<file path="config.mk">
export PLATFORM = sky130hd
export DESIGN_NAME = adc_code_averager
export DESIGN_NICKNAME = d
export VERILOG_FILES = /design/src/rtl/adc_code_averager.sv
export SDC_FILE = /design/constraint.sdc
export NUM_CORES = 1
export LEC_CHECK = 0
export BUFFER_PORTS_ARGS = -buffer_cell sky130_fd_sc_hd__buf_2
export CORE_UTILIZATION = 55
export DETAILED_ROUTE_END_ITERATION = 7
export PLACE_DENSITY = 0.86
export RECOVER_POWER = 50
export REMOVE_ABC_BUFFERS = 1
export SKIP_CTS_REPAIR_TIMING = 1
export SLEW_MARGIN = 20
export SYNTH_ARGS = -nofsm -noshare
export SYNTH_HDL_FRONTEND = slang
export SYNTH_SLANG_ARGS = --single-unit
</file>
<file path="constraint.sdc">
create_clock -name clk -period 2.1 [get_ports clk]
set_input_delay 0.21 -clock clk [delete_from_list [all_inputs] [get_ports clk]]
set_output_delay 0.21 -clock clk [all_outputs]
set_load 0.01 [all_outputs]
</file>
<file path="src/rtl/adc_code_averager.sv">
// adc_code_averager
//   Consumes the asynchronous 2-bit code from the flash-ADC thermometer encoder.
//   Resynchronises it, takes one sample every DECIM clocks while converting,
//   and averages 2^LOG2_SAMPLES samples per window. Each window result is
//   presented on a registered output together with a one-cycle valid strobe.
//   Windows can run back-to-back (continuous=1), or a single window can be
//   taken per enable assertion (continuous=0).
//
// Optional build macro: ADC_AVG_ROUND_EN
//   undefined : average = window_sum >> LOG2_SAMPLES (truncate)
//   defined   : average = (window_sum + half) >> LOG2_SAMPLES, saturated to max code
//
// Ports
//   clk         system clock
//   reset_n     asynchronous active-low reset
//   enable      run conversion while high; low aborts and returns to idle
//   continuous  1 = back-to-back windows, 0 = one window per enable assertion
//   code_in     encoded ADC code, asynchronous to clk
//   avg_out     registered window average, holds between updates
//   avg_valid   one-cycle pulse when avg_out updates
//   busy        high while accumulating
//
// States
//   IDLE  | waiting for enable; divider, counter and accumulator held clear
//   ACCUM | sampling one code per tick and summing the window
//   DONE  | single-shot window finished; waiting for enable to drop
module adc_code_averager #(
  parameter int CODE_W       = 2,
  parameter int LOG2_SAMPLES = 3,
  parameter int DECIM        = 4
) (
  input  logic              clk,
  input  logic              reset_n,
  input  logic              enable,
  input  logic              continuous,
  input  logic [CODE_W-1:0] code_in,
  output logic [CODE_W-1:0] avg_out,
  output logic              avg_valid,
  output logic              busy
);

  // One bit above the worst-case window sum, so a rounded sum cannot wrap
  // before it is saturated.
  localparam int ACC_W = CODE_W + LOG2_SAMPLES + 1;
  localparam int DIV_W = (DECIM > 1) ? $clog2(DECIM) : 1;
  localparam logic [DIV_W-1:0] DIV_LAST = DIV_W'(DECIM - 1);

  typedef enum logic [1:0] {
    IDLE  = 2'd0,
    ACCUM = 2'd1,
    DONE  = 2'd2
  } state_t;

  state_t                  state;
  logic [CODE_W-1:0]       sync1;
  logic [CODE_W-1:0]       code_s;
  logic [DIV_W-1:0]        div;
  logic [LOG2_SAMPLES-1:0] scnt;
  logic [ACC_W-1:0]        acc;

  logic                    tick;
  logic                    last_sample;
  logic [ACC_W-1:0]        sum;
  logic [CODE_W-1:0]       avg_next;

`ifdef ADC_AVG_ROUND_EN
  localparam int               HALF     = 1 << (LOG2_SAMPLES - 1);
  localparam logic [CODE_W-1:0] MAX_CODE = '1;
  logic [ACC_W-1:0] rsum;
  logic [ACC_W-1:0] quot;
`endif

  always_comb begin
    tick        = (state == ACCUM) && (div == DIV_LAST);
    last_sample = (scnt == '1);
    sum         = acc + ACC_W'(code_s);
`ifdef ADC_AVG_ROUND_EN
    rsum     = sum + ACC_W'(HALF);
    quot     = rsum >> LOG2_SAMPLES;
    avg_next = (quot > ACC_W'(MAX_CODE)) ? MAX_CODE : CODE_W'(quot);
`else
    // The window sum of CODE_W-bit samples always fits in CODE_W bits after
    // the shift, so plain truncation needs no clamp.
    avg_next = CODE_W'(sum >> LOG2_SAMPLES);
`endif
  end

  always_ff @(posedge clk or negedge reset_n) begin
    if (!reset_n) begin
      sync1     <= '0;
      code_s    <= '0;
      state     <= IDLE;
      div       <= '0;
      scnt      <= '0;
      acc       <= '0;
      avg_out   <= '0;
      avg_valid <= 1'b0;
      busy      <= 1'b0;
    end else begin
      sync1     <= code_in;
      code_s    <= sync1;
      avg_valid <= 1'b0;

      case (state)
        IDLE: begin
          div  <= '0;
          scnt <= '0;
          acc  <= '0;
          if (enable) begin
            state <= ACCUM;
            busy  <= 1'b1;
          end
        end

        ACCUM: begin
          if (!enable) begin
            // Abort wins over a coincident final tick: result is discarded.
            state <= IDLE;
            busy  <= 1'b0;
            div   <= '0;
            scnt  <= '0;
            acc   <= '0;
          end else begin
            div <= tick ? '0 : div + DIV_W'(1);
            if (tick) begin
              if (last_sample) begin
                avg_out   <= avg_next;
                avg_valid <= 1'b1;
                acc       <= '0;
                scnt      <= '0;
                if (!continuous) begin
                  state <= DONE;
                  busy  <= 1'b0;
                end
              end else begin
                acc  <= sum;
                scnt <= scnt + LOG2_SAMPLES'(1);
              end
            end
          end
        end

        DONE: begin
          if (!enable) begin
            state <= IDLE;
          end
        end

        default: begin
          state <= IDLE;
          busy  <= 1'b0;
        end
      endcase
    end
  end

endmodule

</file>
; ---- Word level (Yosys, flattened, before mapping)
; Index checks and enable logic that the tools add are counted.
[word_totals]
wordCells = 57
inputBits = 6
register_bits = 21
[classes]
n_addsub = 3
n_bitwise = 1
muxes = 28
n_eq_ne = 9
n_reduce_logical = 7
[ops]
columns = operator, n
row1 = 6-bit 2-to-1 mux, 3
row2 = 2-bit 2-to-1 mux, 8
row3 = 6-bit case mux with 2 select lines, 1
row4 = 5-bit AND reduction, 2
row5 = 1-bit 2-to-1 mux, 9
row6 = 3-bit 2-to-1 mux, 3
row7 = 3-bit != test (second input constant), 3
row8 = 6-bit by 2-bit adder with 6-bit output, 1
row9 = 2-bit case mux with 3 select lines, 1
row10 = 3-bit case mux with 2 select lines, 1
row11 = 2-bit == test (second input constant), 2
row12 = 2-bit != test (second input constant), 2
row13 = 2-bit case mux with 2 select lines, 1
row14 = 4-bit AND reduction, 1
row15 = 3-bit by 1-bit adder with 3-bit output (second input constant), 1
row16 = 3-bit == test (second input constant), 1
row17 = 1-bit case mux with 3 select lines, 1
row18 = 2-bit by 1-bit adder with 2-bit output (second input constant), 1
row19 = 2-bit by 1-bit == test with 1-bit output (second input constant), 1
row20 = 2-bit zero test, 1
row21 = 2-bit AND reduction, 1
row22 = 2-bit nonzero test, 1
row23 = 1-bit logical AND, 1
row24 = 1-bit NOT, 1

; ---- Depth between registers and ports, before layout
; Gate-level depths: netlist (run 1).
[logic_depth]
depth_word = 5
ltp_mapped = 5
mapped_depth_nobuf = 5

; ---- Worst setup path after synthesis (run 1)
; OpenSTA, ideal clock, no wires.
[synth_timing]
path_kind = reg-to-reg
from = reg scnt[0]
to = reg acc[2]
period_less_slack_ps = 1555
setup_ps = 78
stages_incl_launch_ff = 6
t_arrival_ps = 1477
n_path_buf = 0
path_slack_ps = 545
t_required_ps = 2022
path_cell_list = dfrtp_1 -> ha_1 -> ha_1 -> nand4bb_1 -> or3b_1 -> o2bb2ai_1
[synth_between]
elab_chain_len = 5
[synth_rtl]
columns = element, line_no
row1 = "start, declared", 58  ; logic [LOG2_SAMPLES-1:0] scnt;
row2 = "start signal, assigned", 137  ; scnt <= scnt + LOG2_SAMPLES'(1);
row3 = 3-bit == test, 75  ; last_sample = (scnt == '1);
row4 = 6-bit 2-to-1 mux, 126  ; if (last_sample) begin
row5 = 6-bit 2-to-1 mux, 125  ; if (tick) begin
row6 = 6-bit 2-to-1 mux, 116  ; if (!enable) begin
row7 = 6-bit case mux with 2 select lines, 104  ; case (state)
row8 = "end signal, assigned", 136  ; acc <= sum;
row9 = "end, declared", 59  ; logic [ACC_W-1:0] acc;
; Every way passes these cells. The select of a mux whose other input is x is not followed.
; A chain may end at the register's enable or synchronous reset.

; ---- Worst setup path in the final report (run 1)
; Same ends and word-level chain as after synthesis.

==> results of run 1 <==
## routing by layer
layer	part of all wire (%)	track usage (%)	routed length, µm
met5	0	0	0
met4	3.0	12.7	43
met3	2.2	5.11	31
met2	45	28.5	643
met1	50	24.2	721
## Yosys cell counts, types with 2 or more instances
library cell   n  area (µm²)
o2bb2ai_1      2        17.5
dfrtp_1       20         500
nand2_1        3        11.3
mux2_4         2        30.0
ha_1           5        62.6
a22o_2         2        20.0
o21ai_0        2        10.0
nand3_1        4        20.0
inv_1          3        11.3
a22o_1         3        26.3
## flip-flops by register name, summed over array words and instances (netlist names)
name and flops:
avg_out 2, scnt 3, state 2, code_s 2, div 2, avg_valid 1
sync1 2, busy 1, acc 5
## cell usage in the layout, fill, tap and decap left out, drive strengths merged, types with 2 or more instances in the layout
master / instances
o2bb2ai: 2
ha: 5
inv: 3
dlygate4sd3: 3
mux2: 3
clkbuf: 5
nand2: 4
o21ai: 3
dfrtp: 20
buf: 8
and2b: 2
and4b: 2
a22o: 5
nand3: 4
## worst register-to-register path: cells and delay by family (launching register included)
kind	cells	cell delay (ps)
and+or+nand+nor	2	610
adders and majority gates	2	460
DFF	1	400
AOI/OAI and AO/OA	1	150
## power by group through the flow
stage | sequential, µW | combinational [µW] | clock [µW]
floorplan | 408 | 15.3 | 0
global route | 401 | 43.8 | 241
CTS | 400 | 34.7 | 229
global placement | 407 | 33.7 | 0
finish | 400 | 37.8 | 219
detailed placement | 408 | 34.5 | 0
## logic make-up after synthesis
kind of cell             Yosys count  synth area share, %
multiplexers                       3                 4.47
flip-flops                        20                 54.1
AND/OR/NAND/NOR                   20                 15.7
XOR/XNOR                           1                0.947
buffers and inverters              3                 1.22
AO/OA/AOI/OAI                     17                 14.6
adder cells (fa/ha/maj)            6                 8.93
## final cells by class
| cell class | instances | area share [%] |
|---|---|---|
| timing repair buffer | 12 | 7.00 |
| sequential | 20 | 47.4 |
| tap | 16 | 1.90 |
| multi-input combinational | 47 | 39.1 |
| clock buffer | 4 | 3.44 |
| inverter | 3 | 1.07 |
## per-stage QoR
step | setup slack (ps) | power (µW) | area [µm²]
3_3_place_gp | 446 | 441 | 990
3_5_place_dp | 436 | 442 | 990
5_1_grt | 320 | 686 | 1050
4_1_cts | 405 | 663 | 1030
2_1_floorplan | 545 | 423 | 925
6_report | 412 | 657 | 1050
## worst min-delay path by stage
stage / end / from / slack, ps / cells past startpoint
detailed placement: state[1] / reset_n / 170 / 1
finish: state[1] / enable / 190 / 2
floorplan: acc[0] / reset_n / -90 / 0
CTS: state[1] / reset_n / -160 / 1
global route: state[1] / enable / 200 / 2
global placement: div[1] / reset_n / 170 / 1
==> summary.txt, run 1 <==
Run status
  • Status: finished clean

Finish
  • # fillers: 117
  • Layout cell share with drive strength beyond 1: 27.9%
  • Antenna fix cells: 0
  • Reg area: 500 µm²
  • Multi-input gate area: 413 µm²
  • Cell Count, Final, Fillers Out: 102
  • Area growth from synthesis to layout: 14.1%
  • Post-layout util: 68.4%
  • Final #Nets: 99

Clocking
  • CTS clk-pin slew, worst paths: 110 ps
  • Root buffer cell: clkbuf_4
  • CTS HTree Levels: 1
  • Clk_lat worst skew: 300 ps
  • Max clock buf depth: 2
  • Cts bufs inserted: 3
  • CTS tree: built
  • Sink Count: 20

Timing
  • Max_slew headroom: 33.1%
  • Clock skew: 4.81 ps
  • RSZ-0062 raised after global routing: no
  • Period utilization: 80.4%
  • Final setup viols: 0
  • Minimum clock period: 1690 ps
  • Setup TNS: 0 ps
  • Worst hold slack: 191 ps
  • Actual slew at the worst max-slew pin: 1000 ps
  • Fin. max-slew vios: 0
  • Final hold violation count: 0
  • Maximum clock frequency: 0.593 GHz

Detailed routing
  • WL final: 1.44 mm
  • DRC: 0
  • Detail-routed via count per cell: 5.77
  • DR iter-0 viols: 6
  • DR pass1 iterations: 3
  • DR WL/cell: 14.1 µm
  • Vias: 589
  • Post-route ant nets: 0

Place
  • Buffers added on ports: 9
  • Gpl congestion: 0.703
  • Post-DP HPWL: 955 µm
  • Cell total after placement: 95

Setup path
  • Worst Setup EP: acc[2]
  • Critical path depth in cells: 5
  • Critical Path Sink Type: register
  • CP max-delay cell: dfrtp_1
  • Crit path from: scnt[0]
  • Reg-to-Reg Start: scnt[0]
  • Worst Path Arrival: 1920 ps
  • CP Buf/Inv Count: 0
  • Critical path class: reg -> reg
  • CP max FO: 7
  • Worst-path cell chain: ha_1 > ha_1 > nand4bb_1 > or3b_1 > o2bb2ai_1
  • R2r endpoint: acc[2]
  • Cell mode on critical path: ha_1
  • CP peak stage delay: 400 ps
  • Worst EP required: 2330 ps
  • Crit path max-delay family: simple AND/OR/NAND/NOR gates
  • R2R depth: 5
  • Worst reg2reg setup slack: 410 ps
  • Crit path launch type: register

Logic synthesis
  • Mapped Area: 925 µm²
  • Synth unique cells: 34
  • Post-synth EDFFs: 0
  • Syn Area/Cell: 13.2 µm²
  • Gate Count Post-Synth: 70
  • FF+latch count, synth: 20
  • FFs w/ async S/R, synth: 100%
  • YS warnings: 0
  • Post-synthesis sequential area ratio: 54.1%
  • Most used DFF post-synth: dfrtp_1

Pwr
  • Int Power: 516 µW
  • Power Dens Cells: 623 nW/µm²
  • Switch share: 21.4%
  • Sequential Power Share: 60.9%
  • Sw Pwr: 141 µW
  • Worst VDD drop: 0.000396 V
  • Combinational share of power: 5.7%
  • P_leak: 0.000528 µW
  • Clock Power Share: 33.3%

Floorplanning
  • Die Ht: 43 µm
  • Die Area: 1850 µm²
  • CORE AREA: 1540 µm²
  • Chip width: 43 µm
  • Initial Util: 60.0%
  • # rows: 14
  • I/O pins: 10

Flow run
  • Maxcap violations: 0

Worst hold path
  • Hold Path Class: in -> reg

GRT
  • Largest net degree at the start of global routing: 21
  • Initial antenna violation count: 0
  • Vias in the first global route: 577
  • First-pass GRT wire length: 2.53 mm
  • GRT Overall Usage: 19.1%
  • Grt ovf: 0
Power figures use the tool's default switching activity.
==> inputs of run 2 (changes only) <==
Settings changed: ABC_AREA set to 1, CORE_UTILIZATION 55 to 50, PLACE_DENSITY 0.86 to 0.83.
Clock period 2.1 ns to 1.5 ns, I/O delays scaled along.
==> summary.txt, run 2 <==
Run status
  • Status: finished clean (unchanged)

Finish
  • Commonest non-fill, non-tap cell in the layout: nand2_1 (was dfrtp_1)
  • Area growth from synthesis to layout: 16.0% (was 14.1%)
  • Biggest regs: acc (5), scnt (3) (unchanged)
  • Max reg flops: 5 (unchanged)
  • Largest reg by FF count: acc (unchanged)
  • Most frequent cells in the layout: nand2_1 (36), dfrtp_1 (20), nand3_1 (10) (was dfrtp_1 (20), buf_2 (8), ha_1 (5))
  • Layout cell share with drive strength beyond 1: 24.4% (was 27.9%)
  • Antenna fix cells: 0 (unchanged)
  • Final #Nets: 132 (was 99)
  • Post-layout instance area: 1120 µm² (was 1050 µm²)

Setup path
  • Worst reg2reg setup slack: 70 ps (was 410 ps)
  • Crit path launch type: register (unchanged)
  • Worst EP required: 1740 ps (was 2330 ps)
  • CP peak stage delay: 410 ps (was 400 ps)
  • Critical path depth in cells: 6 (was 5)
  • R2r endpoint: acc[4] (was acc[2])
  • CP Buf/Inv Count: 0 (unchanged)
  • Worst-path cell chain: ha_2 > fa_2 > nand3_1 > xor2_2 > nand2_1 > o21ai_2 (was ha_1 > ha_1 > nand4bb_1 > or3b_1 > o2bb2ai_1)
  • Reg-to-Reg Start: acc[0] (was scnt[0])
  • CP max FO: 3 (was 7)
  • Critical path class: reg -> reg (unchanged)
  • Worst Setup EP: acc[4] (was acc[2])
  • CP max-delay cell: dfrtp_1 (unchanged)
  • Crit path from: acc[0] (was scnt[0])
  • Worst Path Arrival: 1670 ps (was 1920 ps)
  • Crit path max-delay family: adder cells (was simple AND/OR/NAND/NOR gates)
  • R2R depth: 6 (was 5)
  • Critical Path Sink Type: register (unchanged)

Place
  • Buffers added on ports: 9 (unchanged)
  • DP Area: 1040 µm² (was 990 µm²)
  • Gpl congestion: 0.773 (was 0.703)
  • Post-DP HPWL: 1.13 mm (was 955 µm)

Worst hold path
  • Hold path cells: 3 (was 2)
  • Hold Path Class: in -> reg (unchanged)

Logic synthesis
  • Gate Count Post-Synth: 103 (was 70)
  • FFs w/ async S/R, synth: 100% (unchanged)
  • Synth unique cells: 19 (was 34)
  • Syn Area/Cell: 9.35 µm² (was 13.2 µm²)
  • Yosys top cell area share: 51.9% (was 54.1%)
  • Most used DFF post-synth: dfrtp_1 (unchanged)
  • FF+latch count, synth: 20 (unchanged)
  • YS warnings: 0 (unchanged)
  • Post-synth EDFFs: 0 (unchanged)
  • Largest area contributor in the netlist: dfrtp_1 (unchanged)
  • Post-synthesis sequential area ratio: 51.9% (was 54.1%)
  • Top cells by instance count after synthesis: nand2_1 (36), dfrtp_1 (20), nand3_1 (10) (was dfrtp_1 (20), ha_1 (5), nand3_1 (4))
  • Mapped Area: 963 µm² (was 925 µm²)
  • Most numerous cell in the Yosys netlist: nand2_1 (was dfrtp_1)
  • Top post-synthesis cells by area: dfrtp_1 (52%), nand2_1 (14%), ha_1 (6.5%) (was dfrtp_1 (54%), ha_1 (6.8%), mux2_4 (3.2%))

GRT
  • Vias in the first global route: 638 (was 577)
  • GRT Overall Usage: 18.9% (was 19.1%)
  • First-pass GRT wire length: 2.71 mm (was 2.53 mm)
  • Initial antenna violation count: 0 (unchanged)
  • Largest net degree at the start of global routing: 21 (unchanged)
  • Grt ovf: 0 (unchanged)

Detailed routing
  • DR iter-0 viols: 13 (was 6)
  • Detail-routed via count per cell: 4.85 (was 5.77)
  • DR WL/cell: 10.9 µm (was 14.1 µm)
  • Post-route ant nets: 0 (unchanged)
  • DRC: 0 (unchanged)
  • DR pass1 iterations: 4 (was 3)
  • Vias: 698 (was 589)
  • WL final: 1.57 mm (was 1.44 mm)

Timing
  • Period utilization: 95.6% (was 80.4%)
  • Setup TNS: 0 ps (unchanged)
  • Actual slew at the worst max-slew pin: 1040 ps (was 1000 ps)
  • Fin. max-slew vios: 0 (unchanged)
  • Clock skew: 5.38 ps (was 4.81 ps)
  • Final setup viols: 0 (unchanged)
  • Max_slew headroom: 30.7% (was 33.1%)
  • Minimum clock period: 1430 ps (was 1690 ps)
  • Maximum clock frequency: 0.698 GHz (was 0.593 GHz)
  • RSZ-0062 raised after global routing: no (unchanged)
  • Final hold violation count: 0 (unchanged)

Floorplanning
  • CORE AREA: 1760 µm² (was 1540 µm²)
  • # rows: 15 (was 14)
  • I/O pins: 10 (unchanged)
  • Die Area: 2110 µm² (was 1850 µm²)
  • Initial Util: 54.6% (was 60.0%)
  • Die Ht: 45.9 µm (was 43 µm)
  • Chip width: 45.9 µm (was 43 µm)

Pwr
  • P_leak: 0.000605 µW (was 0.000528 µW)
  • Power Dens Cells: 1240 nW/µm² (was 623 nW/µm²)
  • Total Power Consumption: 1390 µW (was 657 µW)
  • Sequential Power Share: 48.2% (was 60.9%)
  • Clock Power Share: 22.7% (was 33.3%)
  • Sw Pwr: 492 µW (was 141 µW)
  • Int Power: 894 µW (was 516 µW)
  • Worst VDD drop: 0.000864 V (was 0.000396 V)
  • Combinational share of power: 29.1% (was 5.7%)
  • Switch share: 35.5% (was 21.4%)

Clocking
  • Cts bufs inserted: 3 (unchanged)
  • CTS clk-pin slew, worst paths: 110 ps (about the same)
  • CTS HTree Levels: 1 (unchanged)
  • CTS tree: built (unchanged)
  • Max clock buf depth: 2 (unchanged)
  • Sink Count: 20 (unchanged)
  • Clk_lat worst skew: 310 ps (was 300 ps)
  • Root buffer cell: clkbuf_4 (unchanged)

Flow run
  • Maxcap violations: 0 (unchanged)
run 2: changes by cell type in the layout (fill, tap and decap cells not counted), moves of 2 or more:
cell,delta
o2bb2ai_1,-2
o21bai_1,+3
a22o_1,-3
inv_2,+3
nand3_1,+6
nand2_1,+33
mux2_4,-2
nor2_2,+3
inv_1,+5
run 2: logic make-up (layout without fill, tap and decap cells):
| logic type | Yosys count | in the layout | synth area share (%) |
|---|---|---|---|
| flops | 20 | 20 | 51.9 |
| buf+inv | 11 | 27 | 4.29 |
| xor+xnor | 1 | 1 | 0.909 |
| simple gates | 54 | 54 | 25.1 |
| fa+ha+maj | 6 | 6 | 8.57 |
| compound gates | 11 | 11 | 9.22 |
run 2: how the worst min path moves through the flow:
stage            start        to  slack (ps)
3_5_place_dp   reset_n    div[0]         120
2_1_floorplan  reset_n    acc[0]        -150
4_1_cts        reset_n    div[0]        -220
3_3_place_gp   reset_n    div[1]         120
6_report        enable  state[0]         160
5_1_grt         enable  state[1]         180
run 2: metrics by stage:
stage | hold WS [ps] | setup WS (ps) | cells | utilization, %
global route | 178 | 14.8 | 144 | 63.3
floorplan | -146 | 80.8 | 103 | -
detailed placement | 118 | -5.13 | 137 | 58.9
global placement | 116 | 44.3 | 137 | 58.9
finish | 162 | 66.6 | 144 | 63.3
CTS | -219 | -34.6 | 141 | 61.0
run 2: final cells by class:
type                       instances  area [µm²]
sequential                        20         500
tap                               25        31.3
clock buffer                       4        36.3
inverter                          11        41.3
multi-input combinational         72         434
fill                             153         647
timing repair buffer              12        73.8
run 2: layer usage:
metal  global-route usage [%]  vias to the layer above  part of all wire, %
li1                         -                      362                    -
met1                     24.7                      322                   48
met2                     28.5                        9                   47
met3                     4.76                        5                  2.2
met4                     10.6                        0                  2.6
met5                        0                        -                    0
run 2: worst register-to-register path: stages (launching register included):
cell and delay [ps]:
dfrtp_1 410, ha_2 190, fa_2 360, nand3_1 140, xor2_2 160, nand2_1 80
o21ai_2 50
run 2: power by group through the flow:
stage / Sequential [µW] / Clock, µW / Combinational (µW)
CTS: 667 / 320 / 397
finish: 668 / 315 / 403
global route: 683 / 338 / 469
detailed placement: 678 / 0 / 392
global placement: 676 / 0 / 384
floorplan: 674 / 0 / 302
